[src/rtl/dcm_supervisor.sv]
// Supervises NCH DCM instances: pulses each DCM reset, waits for a stable lock,
// flags the output clock ready, and retries a bounded number of times before faulting.
module dcm_supervisor #(
  parameter int unsigned NCH           = 1,
  parameter int unsigned RST_CYCLES    = 3,
  parameter int unsigned LOCK_TIMEOUT  = 65535,
  parameter int unsigned STABLE_CYCLES = 16,
  parameter int unsigned MAX_RETRY     = 7
) (
  input  logic           Clk,
  input  logic           RstN,
  input  logic [NCH-1:0] DcmLocked,
  input  logic [NCH-1:0] DcmClkFxStopped,
  output logic [NCH-1:0] DcmRst,
  output logic [NCH-1:0] ClkRdy,
  output logic [NCH-1:0] Fault,
  output logic           AllRdy
);

  localparam int unsigned CNT_MAX_A = (RST_CYCLES > STABLE_CYCLES) ? RST_CYCLES : STABLE_CYCLES;
  localparam int unsigned CNT_MAX   = (CNT_MAX_A > LOCK_TIMEOUT) ? CNT_MAX_A : LOCK_TIMEOUT;
  localparam int unsigned CW        = $clog2(CNT_MAX);
  localparam int unsigned RW        = (MAX_RETRY == 0) ? 1 : $clog2(MAX_RETRY + 1);

  typedef enum logic [2:0] {
    ST_RESET,
    ST_WAIT_LOCK,
    ST_STABLE,
    ST_RUN,
    ST_FAULT
  } state_t;

  logic [NCH-1:0] lockM;
  logic [NCH-1:0] lockS;
  logic [NCH-1:0] stopM;
  logic [NCH-1:0] stopS;
  logic           runEn;

  // Two-flop synchronisers for the asynchronous DCM status inputs.
  always_ff @(posedge Clk or negedge RstN) begin
    if (!RstN) begin
      lockM <= '0;
      lockS <= '0;
      stopM <= '0;
      stopS <= '0;
    end else begin
      lockM <= DcmLocked;
      lockS <= lockM;
      stopM <= DcmClkFxStopped;
      stopS <= stopM;
    end
  end

  // Release flop: the first edge after RstN rises only arms the FSMs, so the
  // reset pulse counts whole cycles from that edge.
  always_ff @(posedge Clk or negedge RstN) begin
    if (!RstN) begin
      runEn <= 1'b0;
    end else begin
      runEn <= 1'b1;
    end
  end

  for (genvar g = 0; g < NCH; g++) begin : gCh
    state_t        state;
    state_t        stateNxt;
    logic [CW-1:0] cnt;
    logic [CW-1:0] cntNxt;
    logic [RW-1:0] retry;
    logic [RW-1:0] retryNxt;
    logic          good;
    logic          fail;
    logic          rstQ;
    logic          rdyQ;
    logic          faultQ;

    assign good = lockS[g] & ~stopS[g];

    always_ff @(posedge Clk or negedge RstN) begin
      if (!RstN) begin
        state  <= ST_RESET;
        cnt    <= '0;
        retry  <= '0;
        rstQ   <= 1'b1;
        rdyQ   <= 1'b0;
        faultQ <= 1'b0;
      end else if (runEn) begin
        state  <= stateNxt;
        cnt    <= cntNxt;
        retry  <= retryNxt;
        rstQ   <= (stateNxt == ST_RESET);
        rdyQ   <= (stateNxt == ST_RUN);
        faultQ <= (stateNxt == ST_FAULT);
      end
    end

    always_comb begin
      stateNxt = state;
      cntNxt   = cnt;
      retryNxt = retry;
      fail     = 1'b0;
      case (state)
        ST_RESET: begin
          if (cnt == CW'(RST_CYCLES - 1)) begin
            stateNxt = ST_WAIT_LOCK;
            cntNxt   = '0;
          end else begin
            cntNxt = cnt + 1'b1;
          end
        end
        ST_WAIT_LOCK: begin
          // Lock is tested before timeout so a lock on the last cycle still counts.
          if (good) begin
            stateNxt = ST_STABLE;
            cntNxt   = '0;
          end else if (cnt == CW'(LOCK_TIMEOUT - 1)) begin
            fail = 1'b1;
          end else begin
            cntNxt = cnt + 1'b1;
          end
        end
        ST_STABLE: begin
          if (!good) begin
            fail = 1'b1;
          end else if (cnt == CW'(STABLE_CYCLES - 1)) begin
            stateNxt = ST_RUN;
            cntNxt   = '0;
            retryNxt = '0;
          end else begin
            cntNxt = cnt + 1'b1;
          end
        end
        ST_RUN: begin
          if (!good) begin
            stateNxt = ST_RESET;
            cntNxt   = '0;
          end
        end
        ST_FAULT: begin
          stateNxt = ST_FAULT;
        end
        default: begin
          stateNxt = ST_RESET;
          cntNxt   = '0;
        end
      endcase

      if (fail) begin
        cntNxt = '0;
        if (retry == RW'(MAX_RETRY)) begin
          stateNxt = ST_FAULT;
        end else begin
          retryNxt = retry + 1'b1;
          stateNxt = ST_RESET;
        end
      end
    end

    assign DcmRst[g] = rstQ;
    assign ClkRdy[g] = rdyQ;
    assign Fault[g]  = faultQ;
  end

  assign AllRdy = &ClkRdy;

endmodule

[config.mk]
export PLATFORM = sky130hd
export DESIGN_NAME = dcm_supervisor
export DESIGN_NICKNAME = d
export VERILOG_FILES = /design/src/rtl/dcm_supervisor.sv
export SDC_FILE = /design/constraint.sdc
export NUM_CORES = 1
export LEC_CHECK = 0
export ABC_CLOCK_PERIOD_IN_PS = 4900
export CAP_MARGIN = 10
export CORE_MARGIN = 2
export CORE_UTILIZATION = 40
export DETAILED_ROUTE_END_ITERATION = 8
export DONT_BUFFER_PORTS = 1
export GPL_TIMING_DRIVEN = 0
export SYNTH_ARGS = -nofsm -noshare
export SYNTH_HDL_FRONTEND = slang
export SYNTH_SLANG_ARGS = --single-unit
[constraint.sdc]
create_clock -name Clk -period 4.9 [get_ports Clk]
set_clock_uncertainty 0.15 [all_clocks]
set_input_delay 0.98 -clock Clk [delete_from_list [all_inputs] [get_ports Clk]]
set_output_delay 0.98 -clock Clk [all_outputs]
set_load 0.05 [all_outputs]
======== After elaboration in Yosys (flattened, before gate mapping) ========
Cells that the tools add are included.
W data, S select, Z words.
word-level totals
  bits in registers ....................... 30
  bits in latches ......................... 0
  memory bits (writable) .................. 0
  bits in read-only memories .............. 0
  bits of input ports ..................... 4
  memories ................................ 0
operators by class
  add/subtract/negate cells ............... 2
  multiply operators ...................... 0
  divide/modulo/power cells ............... 0
  magnitude comparators ................... 0
  equal/unequal tests ..................... 14
  shift-type cells ........................ 0
  muxes and demuxes ....................... 25
  bitwise logic cells ..................... 2
  reduce and logical (&&, ||, !) cells .... 3
operators by type and width
  operator                 number
  $mux W16                 7
  $pmux W16 S5             1
  $mux W3                  12
  $add A16 B1 Y16 const B  1
  $eq A16 B16 Y1 const B   1
  $eq A16 B2 Y1 const B    1
  $eq A16 B4 Y1 const B    1
  $pmux W3 S5              1
  $eq A3 B2 Y1 const B     3
  $eq A3 B3 Y1 const B     3
  $logic_not A3 Y1         2
  $ne A3 B3 Y1 const B     2
  $reduce_and A5 Y1        1
  $ne A4 B4 Y1 const B     1
  $add A3 B1 Y3 const B    1
  $eq A3 B1 Y1 const B     1
  $mux W1                  3
  $ne A2 B2 Y1 const B     1
  $pmux W1 S2              1
  $and A1 B1 Y1            1
  $not A1 Y1               1

======== Longest topological paths before layout ========
Gate-level depths: netlist of run 1.
  depth in word-level cells ............... 6
  depth in mapped cells ................... 9
  depth with buffers taken out ............ 8

======== Worst setup path before layout of run 1 ========
No wires, ideal clock.
  kind .................................... register to output
  from .................................... reg gCh[0].rdyQ (netlist: AllRdy)
  to ...................................... out ClkRdy
  data arrival time ....................... 0.905 ns
  slack ................................... 2.865 ns
  cell stages (with the launch flop) ...... 2
  buffers on the path ..................... 1
  path through ............................ dfrtp_1 -> buf_4
RTL lines
  item                      RTL line  text
  start: declaration        74        logic rdyQ;
  start signal: assignment  92        rdyQ <= (stateNxt == ST_RUN);
  end: declaration          15        output logic [NCH-1:0] ClkRdy,
No word-level cell between the ends.

======== Final worst setup path of run 1 ========
  from .................................... reg gCh[0].rdyQ (netlist: AllRdy)
  to ...................................... out ClkRdy
No word-level cell between the ends.

==> run summary, run 1 <==
Status - finished clean
Vias after detailed routing - 1,228
Critical path required time - 3.77 ns
Core area - 3940 µm²
Ys Warns - 0
CP bufs+invs - 1
Initial Util - 40.9%
Worst Tran Pin Value - 0.514 ns
Worst hold slack - 0.200 ns
Yosys cell types - 46
Final Util - 45.3%
Pre-antenna DRT Iters - 4
Full die area - 4560 µm²
Root buf cell - clkbuf_8
Gr usage total - 15.7%
Family with the most delay on the worst path - flip-flops
F_max - 421 MHz
Synth area leader - dfrtp_1
Max_slew headroom - 65.7%
Crit end category - output pin
PD cells - 365 nW/µm²
CTS tree - yes
Synthesis-stage register bit count - 30
Cell area after synthesis - 1610 µm²
Pin count of the biggest net entering global routing - 31
Most frequent cells in the layout - dfrtp_1, nor2_1, nand2_1
Synth async-reset ratio - 100%
Fin crit share - 48.4%
Die Wd - 67.5 µm
Post-route setup TNS - 0 ns
Final Max Slew Viols - 0
Post-synthesis area per instance - 9.66 µm²
H-tree depth - 2
IO Count - 8
Initial drt markers - 33
Startpoint Class - flop
VDD IR max - 0.000195 V
Antenna diode count - 0
Number of global-route vias before repair - 1,168
Synth Instances - 167
Synth-to-layout area growth - 10.6%
Dominant synthesized flop cell - dfrtp_1
Fin. Hold Viols - 0
Clk_lat worst skew - 0.29 ns
Clk pin slew, worst setup/hold paths - 0.06 ns
WL/cell - 13.3 µm
Post-route antenna net violation count - 0
Syn nets - 175
Via density - 5.46
RePlAce Congestion - 0.742
Max cap viols - 0
Drt drc - 0
Clock sink count - 30
Worst setup path class - reg -> out
Pre-CTS WS - 2.78 ns
Fin crit period - 2.37 ns
Crit-path slowest cell - dfrtp_1
Share of layout cells above drive strength 1 - 14.9%
Post-Route WL - 2.99 mm
Max Root-Sink Buffers - 2
Initial antenna violation count - 0
Port Buffers - 0
Final setup vio count - 0
CP arrival - 1.24 ns
Post-synthesis sequential area ratio - 46.6%
Nets - 182
First-pass GRT wire length - 5.13 mm
Final worst setup slack - 2.53 ns
GR Overflow Total - 0
Critical Path Max Stage Delay - 0.66 ns
Die Y - 67.5 µm
Total power - 651 µW
EDFF count, synth - 0
Total CTS buffers - 5
RSZ-0062 raised after global routing - no
Post-CTS Setup Bufs - 0
Post-synth top area share - 45.0%
Worst path cell trace - buf_4
Largest cells by area after synthesis - dfrtp_1, xor2_1, nor2_1, nand2_1, ha_1
Commonest non-fill, non-tap cell in the layout - dfrtp_1
HP Class - reg -> reg
Resized Gates After CTS - 0
Hpwl dp - 2.15 mm
Largest fanout on the critical path - 3
Hold Buf Count CTS - 0
Row count - 23
Leakage power - 0.767 nW
[cell type report]
cell class              instances  area, µm²
fillers                       379       2160
flip-flops and latches         30        752
well taps                      50       62.6
multi-input cells             122        778
plain buffers                   7       52.6
clock inverters                 3       40.0
clock buffers                   5       68.8
inverters                       8       30.0
[metal layers]
| metal | GRT usage (%) | vias up | part of all wire, % |
|---|---|---|---|
| met5 | 0 | - | 0 |
| met4 | 9.95 | 0 | 2.9 |
| met3 | 6.33 | 12 | 4.0 |
| met2 | 21.9 | 20 | 44 |
| met1 | 20.0 | 595 | 49 |
| li1 | - | 601 | - |
[kinds of logic (layout without fill, tap and decap cells)]
group / count (synthesis) / in the layout / synth area share, %
DFF: 30 / 30 / 46.6
AOI/OAI and AO/OA: 23 / 23 / 10.0
adders and majority gates: 4 / 4 / 3.10
xor gates and xnor gates: 12 / 12 / 6.52
muxes: 2 / 2 / 1.32
buffers and inverters: 15 / 23 / 5.12
other: 1 / 1 / 0.233
and+or+nand+nor: 80 / 80 / 27.1
[state kept, by name, summed over array words and instances (netlist names)]
name       flops
gCh.retry      3
gCh.state      3
Fault          1
DcmRst         1
AllRdy         1
gCh.cnt       16
lockM          1
lockS          1
runEn          1
stopM          1
stopS          1
[final timing paths]
kind	start	to	slack [ns]	cells past startpoint
setup / recovery	AllRdy	ClkRdy	2.53	1
hold / removal	stopM	stopS	0.20	0
setup reg to reg	gCh[0].cnt[0]	gCh[0].cnt[9]	2.76	7
hold reg to reg	stopM	stopS	0.20	0
max in group asynchronous	RstN	DcmRst	4.20	0
min in group asynchronous	RstN	gCh[0].cnt[5]	0.23	0
[report_power, final]
part           switching [mW]  leakage [nW]  internal [mW]
clock                  0.0954        0.0579          0.149
combinational          0.0612         0.314         0.0428
sequential             0.0350         0.395          0.267
total                   0.192         0.767          0.459
[through the flow]
| step | area, µm² | cells |
|---|---|---|
| floorplan | 1610 | 167 |
| global placement | 1680 | 217 |
| detailed placement | 1680 | 217 |
| CTS | 1780 | 225 |
| global route | 1780 | 225 |
| finish | 1780 | 225 |
[synth_stat cells (2+ instances only)]
cell       n
buf_6      2
nor3b_1    2
inv_1      8
nand2b_1   3
nor3_1     2
o21ai_0    3
nor2_1    20
xor2_1     9
nand3_1    8
nor4_1     3
and4_1     3
o22ai_1    3
nand4_1    6
nor2_2     3
xnor2_1    3
nand2_1   18
buf_2      3
a21oi_1    5
a22o_1     2
nor3_2     2
or3_1      2
dfrtp_1   29
ha_1       4
buf_4      2
Power figures use the tool's default switching activity.
==> run 2: changes to the inputs <==
Settings changed: ABC_CLOCK_PERIOD_IN_PS 4900 to 2390.
Clock period 4.9 ns to 2.39 ns, I/O delays scaled along.
==> run summary, run 2 (same netlist as run 1, synthesis figures left out) <==
Resized Gates After CTS - 0 (unchanged)
Synth-to-layout area growth - 12.5%
Share of layout cells above drive strength 1 - 15.3% (+0.40 points)
Post-route antenna net violation count - 0 (unchanged)
Worst setup path class - reg -> reg
Family with the most delay on the worst path - compound AO/OA/AOI/OAI gates
Critical Path Max Stage Delay - 0.44 ns (-0.22 ns)
CP bufs+invs - 0 (-1)
Pin count of the biggest net entering global routing - 31 (unchanged)
Pre-CTS WS - 0.268 ns (-2.51 ns)
Crit end category - flop
Total power - 1.35 mW (+110%)
Full die area - 4560 µm² (unchanged)
Reg2Reg Depth - 7 (unchanged)
Final Max Slew Viols - 0 (unchanged)
Initial antenna violation count - 0 (unchanged)
Worst path cell trace - ha_1, and3_1, nand4_1, a32oi_1, o22ai_2, nand2b_4, o311ai_1
RePlAce Congestion - 0.742 (unchanged)
Register-to-register setup slack - 0.26 ns (-2.50 ns)
Row count - 23 (unchanged)
Post-route setup TNS - 0 ns (unchanged)
Most frequent cells in the layout - dfrtp_1, nor2_1, nand2_1
Max Root-Sink Buffers - 2 (unchanged)
Max reg flops - 16 (unchanged)
Hold Crit Start - DcmClkFxStopped
Crit-path slowest cell - dfrtp_1
Leakage power - 0.780 nW (+1.8%)
Hpwl dp - 2.15 mm (unchanged)
VDD IR max - 0.000401 V (+110%)
H-tree depth - 2 (unchanged)
Largest fanout on the critical path - 6 (+3)
Final setup vio count - 0 (unchanged)
Stages on the worst setup path - 7 (+6)
Max_slew headroom - 65.8% (+0.096 points)
RSZ-0062 raised after global routing - no
Final worst setup slack - 0.260 ns (-2.27 ns)
Final Util - 46.0% (+0.76 points)
Post-CTS Setup Bufs - 0 (unchanged)
Initial drt markers - 36 (+9.1%)
Gr usage total - 15.9% (+0.25 points)
Clock sink count - 30 (unchanged)
Top reg by flops - gCh.cnt
Initial Util - 40.9% (unchanged)
Clk_lat worst skew - 0.29 ns (about the same)
CTS tree - yes
Hold Buf Count CTS - 2 (+2)
Number of global-route vias before repair - 1,181 (+1.1%)
Die Y - 67.5 µm (unchanged)
HP Class - in -> reg
Top Registers - gCh.cnt: 16 flops, gCh.retry: 3 flops, gCh.state: 3 flops
Die Wd - 67.5 µm (unchanged)
CP arrival - 2.17 ns (+0.93 ns)
F_max - 470 MHz
WL/cell - 13.3 µm (+0.18%)
Port Buffers - 0 (unchanged)
Core area - 3940 µm² (unchanged)
Fin. Hold Viols - 0 (unchanged)
GR Overflow Total - 0 (unchanged)
Placed Area - 1680 µm² (unchanged)
Fin crit share - 89.1%
Drt drc - 0 (unchanged)
Fin crit period - 2.13 ns
Root buf cell - clkbuf_8
Worst hold path depth - 0 (unchanged)
Vias after detailed routing - 1,220 (-0.65%)
Post-Route WL - 3.03 mm (+1.1%)
Clk pin slew, worst setup/hold paths - 0.07 ns (about the same)
Final instance area - 1810 µm² (+1.7%)
Antenna diode count - 0 (unchanged)
Via density - 5.37 (-1.5%)
IO Count - 8 (unchanged)
Max cap viols - 0 (unchanged)
Commonest non-fill, non-tap cell in the layout - dfrtp_1
Reg2Reg Capture Point - gCh[0].cnt[9]
Startpoint Class - flop
Pre-antenna DRT Iters - 4 (unchanged)
Total CTS buffers - 5 (unchanged)
Min-Delay Endpoint - stopM
Critical path required time - 2.43 ns (-1.34 ns)
Status - finished clean
Worst r2r src - gCh[0].cnt[0]
Worst Tran Pin Value - 0.512 ns (-0.00144 ns)
PD cells - 745 nW/µm² (+100%)
Nets - 184 (+1.1%)
First-pass GRT wire length - 5.20 mm (+1.3%)
run 2: cell count changes in the layout (fill, tap and decap cells not counted), sizes merged:
cell / before / now
buf: 7 / 8
dlygate4sd3: 0 / 1
run 2: how the worst max path moves through the flow:
stage                        start            end  slack, ns
global route         gCh[0].cnt[0]  gCh[0].cnt[9]       0.07
finish               gCh[0].cnt[0]  gCh[0].cnt[9]       0.26
CTS                  gCh[0].cnt[0]  gCh[0].cnt[9]       0.26
detailed placement   gCh[0].cnt[0]  gCh[0].cnt[9]       0.27
floorplan            gCh[0].cnt[0]  gCh[0].cnt[9]       0.50
global placement    gCh[0].cnt[12]  gCh[0].cnt[4]       0.31
run 2: cell type report:
class                      count  area [µm²]
fill                         376        2130
multi-input combinational    122         778
sequential                    30         752
clock buffer                   5        68.8
tap                           50        62.6
buffer                         7        52.6
clock inverter                 3        40.0
timing repair buffer           2        30.0
inverter                       8        30.0
run 2: layer usage:
metal	wire, µm	share of wire (%)	GRT usage (%)
met1	1490	49	20.0
met2	1340	44	22.8
met3	106	3.5	6.33
met4	88	2.9	9.95
met5	0	0	0
run 2: stage by stage:
stage          hold WS, ns  instances
2_1_floorplan       0.0324        167
3_5_place_dp        0.0329        217
3_3_place_gp        0.0330        217
6_report            0.0669        227
4_1_cts             0.0550        227
5_1_grt             0.0490        227
run 2: power by group:
part / leakage (nW) / internal (mW) / switching [mW]
logic: 0.328 / 0.0921 / 0.136
registers: 0.395 / 0.548 / 0.0718
clock network: 0.0579 / 0.306 / 0.197
total: 0.780 / 0.946 / 0.404
==> run 3: changes to the inputs <==
Settings changed: ABC_CLOCK_PERIOD_IN_PS 2390 to unset.
==> results of run 3 <==
Same layout as run 2: the final DEF is identical, and so are final timing and power.
